`src/rtl/rr_mux16_arbiter_if.sv`:
```
// rr_mux16_arbiter_if: request/grant bundle between requesters and the mux16 arbiter
interface rr_mux16_arbiter_if;
   logic [15:0] req;
   logic        done;
   logic [15:0] grant;
   logic        grant_valid;
   logic [3:0]  sel;
   logic        timeout;
   modport master (output req, done, input grant, grant_valid, sel, timeout);
   modport slave  (input req, done, output grant, grant_valid, sel, timeout);
endinterface

```
`src/rtl/rr_mux16_arbiter.sv`:
```
// rr_mux16_arbiter: round-robin arbiter with hold timeout driving a shared mux16 select
module rr_mux16_arbiter #(
   parameter int N        = 16,
   parameter int SEL_W    = 4,
   parameter int MAX_HOLD = 15
) (
   input logic clk,
   input logic rst_n,
   rr_mux16_arbiter_if.slave bus
);
   typedef enum logic {IDLE, BUSY} state_t;
   state_t           state;
   logic [SEL_W-1:0] ptr, win, idx;
   logic [3:0]       cnt;
   logic             found, rel, to;
   // ptr is refreshed at every grant, so it is already sel+1 whenever a release occurs
   always_comb begin
      found = 1'b0;
      win   = '0;
      idx   = '0;
      for (int i = N-1; i >= 0; i--) begin
         idx = ptr + SEL_W'(i);
         if (bus.req[idx]) begin
            found = 1'b1;
            win   = idx;
         end
      end
   end
   assign to  = state == BUSY && !bus.done && bus.req[bus.sel] && cnt == 4'(MAX_HOLD);
   assign rel = state == BUSY && (bus.done || !bus.req[bus.sel] || cnt == 4'(MAX_HOLD));
   always_ff @(posedge clk or negedge rst_n) begin
      if (!rst_n) begin
         state           <= IDLE;
         ptr             <= '0;
         cnt             <= '0;
         bus.grant       <= '0;
         bus.grant_valid <= 1'b0;
         bus.sel         <= '0;
         bus.timeout     <= 1'b0;
      end else begin
         bus.timeout <= to;
         if (state == IDLE || rel) begin
            if (found) begin
               state           <= BUSY;
               bus.grant       <= N'(1) << win;
               bus.grant_valid <= 1'b1;
               bus.sel         <= win;
               ptr             <= win + SEL_W'(1);
               cnt             <= 4'd1;
            end else begin
               state           <= IDLE;
               bus.grant       <= '0;
               bus.grant_valid <= 1'b0;
            end
         end else begin
            cnt <= cnt + 4'd1;
         end
      end
   end
endmodule

```
`src/flat_wrapper.sv`:
```
// flat-port wrapper written by rule: the top's interface ports become plain ports
module rr_mux16_arbiter_flat 
#(
   parameter int N        = 16,
   parameter int SEL_W    = 4,
   parameter int MAX_HOLD = 15
)
  (clk, rst_n, bus_req, bus_done, bus_grant, bus_grant_valid, bus_sel, bus_timeout);
  rr_mux16_arbiter_if bus_i ();
  input logic clk;
  input logic rst_n;
  input wire logic [$bits(bus_i.req)-1:0] bus_req;
  input wire logic [$bits(bus_i.done)-1:0] bus_done;
  output wire logic [$bits(bus_i.grant)-1:0] bus_grant;
  output wire logic [$bits(bus_i.grant_valid)-1:0] bus_grant_valid;
  output wire logic [$bits(bus_i.sel)-1:0] bus_sel;
  output wire logic [$bits(bus_i.timeout)-1:0] bus_timeout;
  assign bus_i.req = bus_req;
  assign bus_i.done = bus_done;
  assign bus_grant = bus_i.grant;
  assign bus_grant_valid = bus_i.grant_valid;
  assign bus_sel = bus_i.sel;
  assign bus_timeout = bus_i.timeout;
  rr_mux16_arbiter #(.N(N), .SEL_W(SEL_W), .MAX_HOLD(MAX_HOLD)) u_core (.clk(clk), .rst_n(rst_n), .bus(bus_i));
endmodule
```
`config.mk`:
```
export PLATFORM = sky130hd
export DESIGN_NAME = rr_mux16_arbiter_flat
export DESIGN_NICKNAME = d
export VERILOG_FILES = /design/src/rtl/rr_mux16_arbiter_if.sv /design/src/rtl/rr_mux16_arbiter.sv /design/src/flat_wrapper.sv
export SDC_FILE = /design/constraint.sdc
export NUM_CORES = 1
export LEC_CHECK = 0
export BUFFER_PORTS_ARGS = -buffer_cell sky130_fd_sc_hd__buf_2
export CAP_MARGIN = 40
export CORE_ASPECT_RATIO = 1.1
export CORE_MARGIN = 2
export CORE_UTILIZATION = 55
export DETAILED_ROUTE_END_ITERATION = 16
export PLACE_DENSITY = 0.77
export SKIP_CTS_REPAIR_TIMING = 1
export SYNTH_ARGS = -nofsm -noshare
export SYNTH_HDL_FRONTEND = slang
export SYNTH_SLANG_ARGS = --single-unit
```
`constraint.sdc`:
```
create_clock -name clk -period 4.2 [get_ports clk]
set_clock_uncertainty 0.1 [all_clocks]
set_input_delay 0.21 -clock clk [delete_from_list [all_inputs] [get_ports clk]]
set_output_delay 0.21 -clock clk [all_outputs]
set_load 0.005 [all_outputs]
```
==> results.py, run 1 <==
metrics = {
    "clock_tree": {
        "cts.sinks": 30,
        "numCtsBuffers": 5,
        "cts.reportedPaths.clkPinSlew_ps": 70,
        "clk_latency_ps": 280,
        "cts_tree": "built",
        "cts.path.max_buffers": 2,
        "cts_root_buf": "clkbuf_8",
        "htree_levels": 2,
    },
    "critical_path": {
        "endpoint_kind": "flop",
        "worstPathArrival_ps": 4110,
        "cp_slowest_stage_delay_ps": 630,
        "path_cells": "buf_4, ha_1, xor2_4, mux4_2, nor2_2, a311o_1, o31a_1, a211oi_2, a31oi_1, a31oi_4, nand2_1, inv_1, ha_1, nand2_1, o21ai_0",
        "crit_path_top_delay_cell": "mux4_2",
        "crit_fanout": 17,
        "cp.depth": 15,
        "cp_top_family": "compound AO/OA/AOI/OAI gates",
        "worstSetupPathType": "flop to flop",
        "path_buf_inv": 2,
        "r2r_slack_ps": 150,
        "start_kind": "flop",
        "reg2reg_depth": 15,
        "required_ps": 4260,
    },
    "final_layout": {
        "instances_no_fill": 576,
        "fillerInstances": 596,
        "final_net_count": 516,
        "layout-drive-gt1-share": 0.2986,
        "area_growth_pct": 10.26,
        "diodes": 0,
    },
    "logic_synthesis": {
        "synth-edff-count": 0,
        "ys_async_sr_fraction": 1.000,
        "synth_top_area_frac": 0.1811,
        "ys_types": 77,
        "synth-seq-cells": 30,
        "ys_seq_area_frac": 0.1811,
        "ys_top_cells_by_count": "nand2_1 (57), mux2i_1 (34), mux4_2 (31), nor2_1 (31), dfrtp_1 (30)",
        "avgSynthCellArea_um2": 9.212,
        "synth_area_um2": 4145,
        "netlist_top_cells_area": "dfrtp_1 (18%), mux4_2 (17%), mux2i_1 (8.2%)",
        "synth_top_cell_by_area": "dfrtp_1",
        "yosysWarningCount": 0,
        "syn_nets": 478,
        "synth_ff_type": "dfrtp_1",
        "yosysMostFrequentCell": "nand2_1",
        "synthCells": 450,
    },
    "timing": {
        "setup_viol": 0,
        "hold_viol": 0,
        "relSlewSlack": 0.5488,
        "period_needed_ps": 4046,
        "rsz0062_at_grt": "false",
        "max_freq_mhz": 247.2,
        "tns_ps": 0,
        "slew_violations": 0,
        "tightest_slew_ps": 676.8,
        "fin_crit_sh": 0.9634,
    },
    "place": {
        "place_inst": 567,
        "portBuffers": 40,
        "hpwl_um": 9293,
        "place_congestion": 1.041,
    },
    "floorplan": {
        "num_rows": 33,
        "fp.dieH_um": 95.05,
        "initial_utilization": 0.5609,
        "die-area_um2": 8248,
        "die-width_um": 86.78,
        "core_um2": 7391,
        "ios": 41,
    },
    "detailed_routing": {
        "drc": 0,
        "vias": 4099,
        "viasPerCell": 7.116,
        "wl_per_cell_um": 22.30,
        "routed_wl_um": 12840,
        "firstDrtPassIters": 6,
        "drt-initial-drc-count": 503,
        "antenna_left": 0,
    },
    "global_routing": {
        "antenna_found_initial": 0,
        "grt_pass1_wl_um": 20290,
        "grt-ovfl-total": 0,
        "track_usage": 0.3192,
        "grt_max_degree": 33,
        "grt_pass1_vias": 3822,
    },
    "status": {
        "outcome": "completed",
    },
    "hold_path": {
        "worst_hold_path_type": "input pin to flop",
        "hold_depth": 3,
    },
    "flow_run": {
        "maxCapViolations": 0,
    },
}
==> metrics by stage <==
step           setup slack [ps]  area [µm²]  utilization  hold WS (ps)
3_5_place_dp              198.7        4454       0.6027         189.6
4_1_cts                   154.9        4546       0.6150        -116.0
5_1_grt                   14.29        4571       0.6184         161.0
3_3_place_gp              238.4        4454       0.6027         175.5
2_1_floorplan             154.1        4146            -        -185.6
6_report                  153.9        4571       0.6184         142.9
==> per-layer routing <==
layer  up-vias  GRT usage  wire (µm)
met2       292     0.4897       5776
met4         0     0.1458        614
li1       1811          -          -
met5         -          0          0
met1      1935     0.4448       5085
met3        61    0.05195       1366
==> final cells by class <==
cell class | count | area [µm²] | area share
sequential | 30 | 752.0 | 0.1645
clock buffer | 7 | 86.33 | 0.01889
clock inverter | 1 | 5.005 | 0.001095
timing repair buffer | 62 | 384.1 | 0.08404
multi-input combinational | 378 | 3193 | 0.6986
tap | 87 | 108.9 | 0.02382
inverter | 11 | 41.29 | 0.009034
==> cells by family after synthesis <==
logic type / count (synthesis) / synth area share
multiplexers: 92 / 0.3284
AND/OR/NAND/NOR: 150 / 0.1769
flip-flops: 30 / 0.1811
AO/OA/AOI/OAI: 113 / 0.1992
buffers and inverters: 42 / 0.05131
XOR/XNOR: 14 / 0.03592
adder cells (fa/ha/maj): 9 / 0.02717
==> tightest hold or removal path, delay by kind of cell <==
kind                   cells  cell delay (ps)
and+or+nand+nor            2              210
buffers and inverters      1               70
==> state kept, by name (all words and copies together) (netlist names) <==
register,count
u_core.cnt,4
u_core.ptr,4
u_core.bus.grant_valid,1
u_core.bus.sel,4
u_core.bus.timeout,1
u_core.bus.grant,16
==> placed cells by master (no fill, tap or decap), drive strengths merged, types with 9 or more instances in the layout <==
cell   Yosys  final
a21oi     12     12
buf       21     61
dfrtp     30     30
ha         9      9
inv       10     10
mux2      26     26
mux2i     34     34
mux4      32     32
nand2     57     57
nand3     15     15
nor2      32     32
nor3       9      9
o21ai     32     32
==> final timing paths <==
| check | end | startpoint |
|---|---|---|
| worst max-delay path | u_core.ptr[2]$_DFFE_PN0P_ | u_core.ptr[1]$_DFFE_PN0P_ |
| worst min-delay path | u_core.bus.timeout$_DFF_PN0_ | bus_done |
| max in group asynchronous | u_core.ptr[0]$_DFFE_PN0P_ | rst_n |
| min in group asynchronous | u_core.cnt[0]$_DFFE_PN0P_ | rst_n |
| worst min register to register | u_core.bus.grant[14]$_DFFE_PN0N_ | u_core.bus.grant[14]$_DFFE_PN0N_ |
| worst max register to register | u_core.ptr[2]$_DFFE_PN0P_ | u_core.ptr[1]$_DFFE_PN0P_ |
Power of run 1 is left out: the tool's default activity adds up to more than one toggle a clock period on the data nets, which glitch-free logic cannot reach.
==> run 2: changes to the inputs <==
--- a/config.mk
+++ b/config.mk
@@ -5,13 +5,14 @@
 export SDC_FILE = /design/constraint.sdc
 export NUM_CORES = 1
 export LEC_CHECK = 0
-export BUFFER_PORTS_ARGS = -buffer_cell sky130_fd_sc_hd__buf_2
 export CAP_MARGIN = 40
 export CORE_ASPECT_RATIO = 1.1
 export CORE_MARGIN = 2
-export CORE_UTILIZATION = 55
+export CORE_UTILIZATION = 60
 export DETAILED_ROUTE_END_ITERATION = 16
-export PLACE_DENSITY = 0.77
+export DONT_BUFFER_PORTS = 1
+export PLACE_DENSITY = 0.78
+export REMOVE_ABC_BUFFERS = 1
 export SKIP_CTS_REPAIR_TIMING = 1
 export SYNTH_ARGS = -nofsm -noshare
 export SYNTH_HDL_FRONTEND = slang
==> run 2 against run 1 <==
Final area shrank 3.5%. Critical path depth shrank 1. Die area shrank 8.0%. Sequential share of layout area grew 0.60 points. Final cell count shrank 7.3%. Non-clock buffer count fell by 37. Worst setup slack lost 110 ps. Clock-buffer cell count down 1. Wire length down 3.3%. Via count is 3.9% lower. Sequential cell count stayed put. First-iteration DRC count fell by 31%.
==> results.py, run 2 (synthesis gave the netlist of run 1 again) <==
metrics = {
    "detailed_routing": {
        "routed_wl_um": 12420,
        "wl_per_cell_um": 23.25,
        "drc": 0,
        "vias": 3939,
        "drt-initial-drc-count": 347,
        "firstDrtPassIters": 5,
        "viasPerCell": 7.376,
        "antenna_left": 0,
    },
    "floorplan": {
        "die-width_um": 83.25,
        "initial_utilization": 0.6250,
        "ios": 41,
        "core_um2": 6633,
        "num_rows": 31,
        "die-area_um2": 7590,
        "fp.dieH_um": 91.18,
    },
    "place": {
        "portBuffers": 0,
        "place_area_um2": 4240,
        "place_congestion": 0.9921,
        "hpwl_um": 9465,
        "place_ws_ps": 169.0,
    },
    "global_routing": {
        "grt_pass1_wl_um": 19870,
        "grt-ovfl-total": 0,
        "grt_pass1_vias": 3835,
        "antenna_found_initial": 0,
        "track_usage": 0.3279,
        "grt_max_degree": 31,
    },
    "critical_path": {
        "start_kind": "flop",
        "worstSetupPathType": "flop to flop",
        "cp_top_family": "compound AO/OA/AOI/OAI gates",
        "path_buf_inv": 3,
        "worstPathArrival_ps": 4220,
        "path_cells": "inv_2, buf_4, ha_1, xnor2_1, buf_4, a2111oi_1, a31oi_1, a31oi_2, nor2b_1, o221ai_1, a31oi_1, o211a_1, mux2_2, a22oi_1",
        "cp_slowest_stage_delay_ps": 480,
        "endpoint_kind": "flop",
        "crit_fanout": 12,
        "required_ps": 4260,
        "crit_path_top_delay_cell": "a2111oi_1",
    },
    "timing": {
        "setup_viol": 0,
        "period_needed_ps": 4151,
        "tns_ps": 0,
        "max_freq_mhz": 240.9,
        "setup_slack_ps": 48.67,
        "relSlewSlack": 0.5928,
        "fin_crit_sh": 0.9884,
        "slew_violations": 0,
        "tightest_slew_ps": 595.4,
        "hold_viol": 0,
    },
    "final_layout": {
        "final_net_count": 479,
        "top_register": "u_core.bus.grant",
        "design_area_um2": 4410,
        "diodes": 0,
        "final_common_cell": "nand2_1",
        "layout-drive-gt1-share": 0.2478,
        "largest_register_ffs": 16,
        "area_growth_pct": 6.399,
        "layout_common_cells": "nand2_1 (57), mux2i_1 (34), mux4_2 (32), nor2_1 (31)",
    },
    "clock_tree": {
        "cts.path.max_buffers": 2,
        "numCtsBuffers": 5,
        "cts.reportedPaths.clkPinSlew_ps": 70,
        "htree_levels": 2,
        "clk_latency_ps": 280,
        "cts.sinks": 30,
        "cts_tree": "built",
        "cts_root_buf": "clkbuf_8",
    },
    "status": {
        "outcome": "completed",
    },
    "flow_run": {
        "maxCapViolations": 0,
    },
    "hold_path": {
        "worst_hold_path_type": "input pin to flop",
    },
}
run 2: cell types whose count changed in the layout (fill, tap and decap cells not counted), sizes merged:
cell | previous run | this run
clkbuf | 7 | 6
buf | 61 | 24
clkinvlp | 0 | 1
run 2: worst paths after layout:
check	depth (start not counted)	startpoint	slack, ps	end
min reg2reg	1	u_core.cnt[3]$_DFFE_PN0P_	400	u_core.cnt[3]$_DFFE_PN0P_
max	14	u_core.ptr[1]$_DFFE_PN0P_	50	u_core.ptr[1]$_DFFE_PN0P_
min in group asynchronous	2	rst_n	270	u_core.cnt[2]$_DFFE_PN0P_
max in group asynchronous	2	rst_n	3570	u_core.ptr[0]$_DFFE_PN0P_
max reg2reg	14	u_core.ptr[1]$_DFFE_PN0P_	50	u_core.ptr[1]$_DFFE_PN0P_
min	2	bus_done	70	u_core.bus.timeout$_DFF_PN0_
run 2: cell type report:
type                       count  area [µm²]
multi-input combinational    378        3197
fill                         542        2222
sequential                    30       752.0
timing repair buffer          25       222.7
tap                           82       102.6
clock buffer                   6       82.58
inverter                      11       41.29
clock inverter                 2       12.51
run 2: metrics by stage:
stage	instances	utilization	hold WS, ps
global route	534	0.6650	63.71
finish	534	0.6650	65.99
CTS	529	0.6537	-492.9
detailed placement	521	0.6393	-184.9
global placement	521	0.6393	-185.0
floorplan	419	-	-185.6
run 2: metal layers:
metal	global-route usage	up-vias	wire, µm
li1	-	1739	-
met1	0.4010	1910	4616
met2	0.5511	240	6040
met3	0.05909	50	1077
met4	0.1708	0	681
met5	0	-	0
run 2: worst register-to-register path: cells and delay by family (launching register included):
| kind | cells | cell delay [ps] |
|---|---|---|
| fa+ha+maj | 1 | 230 |
| flops | 1 | 380 |
| mux | 1 | 360 |
| buf+inv | 3 | 470 |
| simple gates | 1 | 200 |
| xor+xnor | 1 | 190 |
| compound gates | 7 | 2100 |
Power of run 2 is left out for the same reason.
==> run 3: changes to the inputs <==
--- a/config.mk
+++ b/config.mk
@@ -12,7 +12,6 @@
 export DETAILED_ROUTE_END_ITERATION = 16
 export DONT_BUFFER_PORTS = 1
 export PLACE_DENSITY = 0.78
-export REMOVE_ABC_BUFFERS = 1
 export SKIP_CTS_REPAIR_TIMING = 1
 export SYNTH_ARGS = -nofsm -noshare
 export SYNTH_HDL_FRONTEND = slang
==> run 3 against run 2 <==
Die area unchanged. Global-route usage increased by 1.3 points. Final cell count increased by 0.19%. Hold slack improved by 8.8 ps. Worst setup slack improved by 82 ps. Highest routed layer unchanged.
==> results.py, run 3 (synthesis gave the netlist of run 1 again) <==
metrics = {
    "status": {
        "outcome": "completed",
    },
    "global_routing": {
        "grt_pass1_vias": 3819,
        "grt_use_met1": 0.4915,
        "use_met2": 0.5215,
        "use_met3": 0.06727,
        "grt_most_used_layer": "met2",
        "grt-ovfl-total": 0,
        "grt_pass1_wl_um": 20560,
        "track_usage": 0.3409,
        "grt_max_degree": 41,
        "antenna_found_initial": 0,
    },
    "place": {
        "hpwl_um": 9511,
        "place_congestion": 1.063,
        "portBuffers": 0,
    },
    "floorplan": {
        "num_rows": 31,
        "ios": 41,
        "fp.dieH_um": 91.18,
        "die-area_um2": 7590,
        "initial_utilization": 0.6250,
        "die-width_um": 83.25,
        "core_um2": 6633,
    },
    "clock_tree": {
        "htree_levels": 2,
        "cts.reportedPaths.clkPinSlew_ps": 60,
        "cts.path.max_buffers": 2,
        "cts.sinks": 30,
        "clk_latency_ps": 280,
        "cts_root_buf": "clkbuf_8",
        "numCtsBuffers": 5,
        "cts_tree": "built",
    },
    "final_layout": {
        "area_growth_pct": 6.882,
        "layout_common_cells": "nand2_1 (57), mux2i_1 (34), nor2_1 (31), mux4_2 (31)",
        "layout-drive-gt1-share": 0.2517,
        "largest_register_ffs": 16,
        "final_common_cell": "nand2_1",
        "final_net_count": 480,
        "diodes": 0,
        "fillerInstances": 541,
        "top_register": "u_core.bus.grant",
    },
    "critical_path": {
        "endpoint_kind": "flop",
        "crit_fanout": 32,
        "path_cells": "inv_1, ha_1, buf_12, mux4_2, mux2_2, and2_4, a21o_1, o2111a_1, o31ai_1, o211a_2, mux2_2, a22oi_1",
        "crit_path_end": "u_core.ptr[1]$_DFFE_PN0P_",
        "worstSetupPathType": "flop to flop",
        "startpoint": "u_core.ptr[0]$_DFFE_PN0P_",
        "crit_path_top_delay_cell": "mux4_2",
        "crit_path_frequent_cell": "mux2_2",
        "reg2reg_depth": 12,
        "worstPathArrival_ps": 4140,
        "required_ps": 4270,
        "rr_endpoint": "u_core.ptr[1]$_DFFE_PN0P_",
        "cp_slowest_stage_delay_ps": 590,
        "r2r_slack_ps": 130,
        "r2r_start": "u_core.ptr[0]$_DFFE_PN0P_",
        "start_kind": "flop",
    },
    "timing": {
        "tns_ps": 0,
        "hold_viol": 0,
        "rsz0062_at_grt": "false",
        "tightest_slew_ps": 577.0,
        "setup_viol": 0,
        "slew_violations": 0,
        "fin_crit_sh": 0.9688,
        "period_needed_ps": 4069,
        "max_freq_mhz": 245.8,
        "relSlewSlack": 0.6054,
    },
    "detailed_routing": {
        "drc": 0,
        "firstDrtPassIters": 5,
        "routed_wl_um": 12830,
        "antenna_left": 0,
        "viasPerCell": 7.480,
        "vias": 4002,
        "drt-initial-drc-count": 484,
        "wl_per_cell_um": 23.97,
    },
    "hold_path": {
        "worst_hold_path_type": "input pin to flop",
    },
    "flow_run": {
        "maxCapViolations": 0,
    },
}
-- run 3: cell types whose count changed in the layout (fill, tap and decap cells not counted), sizes merged --
cell and change:
buf +1
-- run 3: worst min-delay path by stage --
stage | start | depth (start not counted) | to
detailed placement | rst_n | 0 | u_core.cnt[0]$_DFFE_PN0P_
floorplan | rst_n | 0 | u_core.bus.grant[0]$_DFFE_PN0N_
CTS | rst_n | 0 | u_core.bus.grant_valid$_DFFE_PN0N_
finish | bus_done | 2 | u_core.bus.timeout$_DFF_PN0_
global placement | rst_n | 0 | u_core.cnt[0]$_DFFE_PN0P_
global route | bus_done | 2 | u_core.bus.timeout$_DFF_PN0_
-- run 3: worst max-delay path, delay by kind of cell (launching register included) --
family                     cells  cell delay [ps]
muxes                          3             1240
AOI/OAI and AO/OA              5             1440
DFF                            1              380
buffers and inverters          2              280
and+or+nand+nor                1              170
adders and majority gates      1              310
-- run 3: area by class of cell --
class | count | area [µm²] | share of cell area
multi-input combinational | 378 | 3206 | 0.7235
inverter | 11 | 41.29 | 0.009319
sequential | 30 | 752.0 | 0.1697
clock buffer | 6 | 82.58 | 0.01864
timing repair buffer | 26 | 234.0 | 0.05281
clock inverter | 2 | 12.51 | 0.002824
tap | 82 | 102.6 | 0.02316
-- run 3: metal layers --
metal | wire, µm | up-vias | part of all wire
met5 | 0 | - | 0
li1 | - | 1735 | -
met4 | 435 | 0 | 0.034
met1 | 5149 | 1902 | 0.40
met2 | 5789 | 312 | 0.45
met3 | 1451 | 53 | 0.11
-- run 3: per-stage QoR --
step	hold WS (ps)	setup slack (ps)	cell area, µm²	utilization	cells
6_report	74.79	131.0	4431	0.6680	535
3_5_place_dp	-184.8	229.3	4270	0.6438	524
5_1_grt	90.26	8.035	4431	0.6680	535
2_1_floorplan	-185.6	154.1	4146	-	450
3_3_place_gp	-184.9	285.0	4260	0.6423	522
4_1_cts	-484.8	213.2	4365	0.6582	532
Power of run 3 is left out for the same reason.
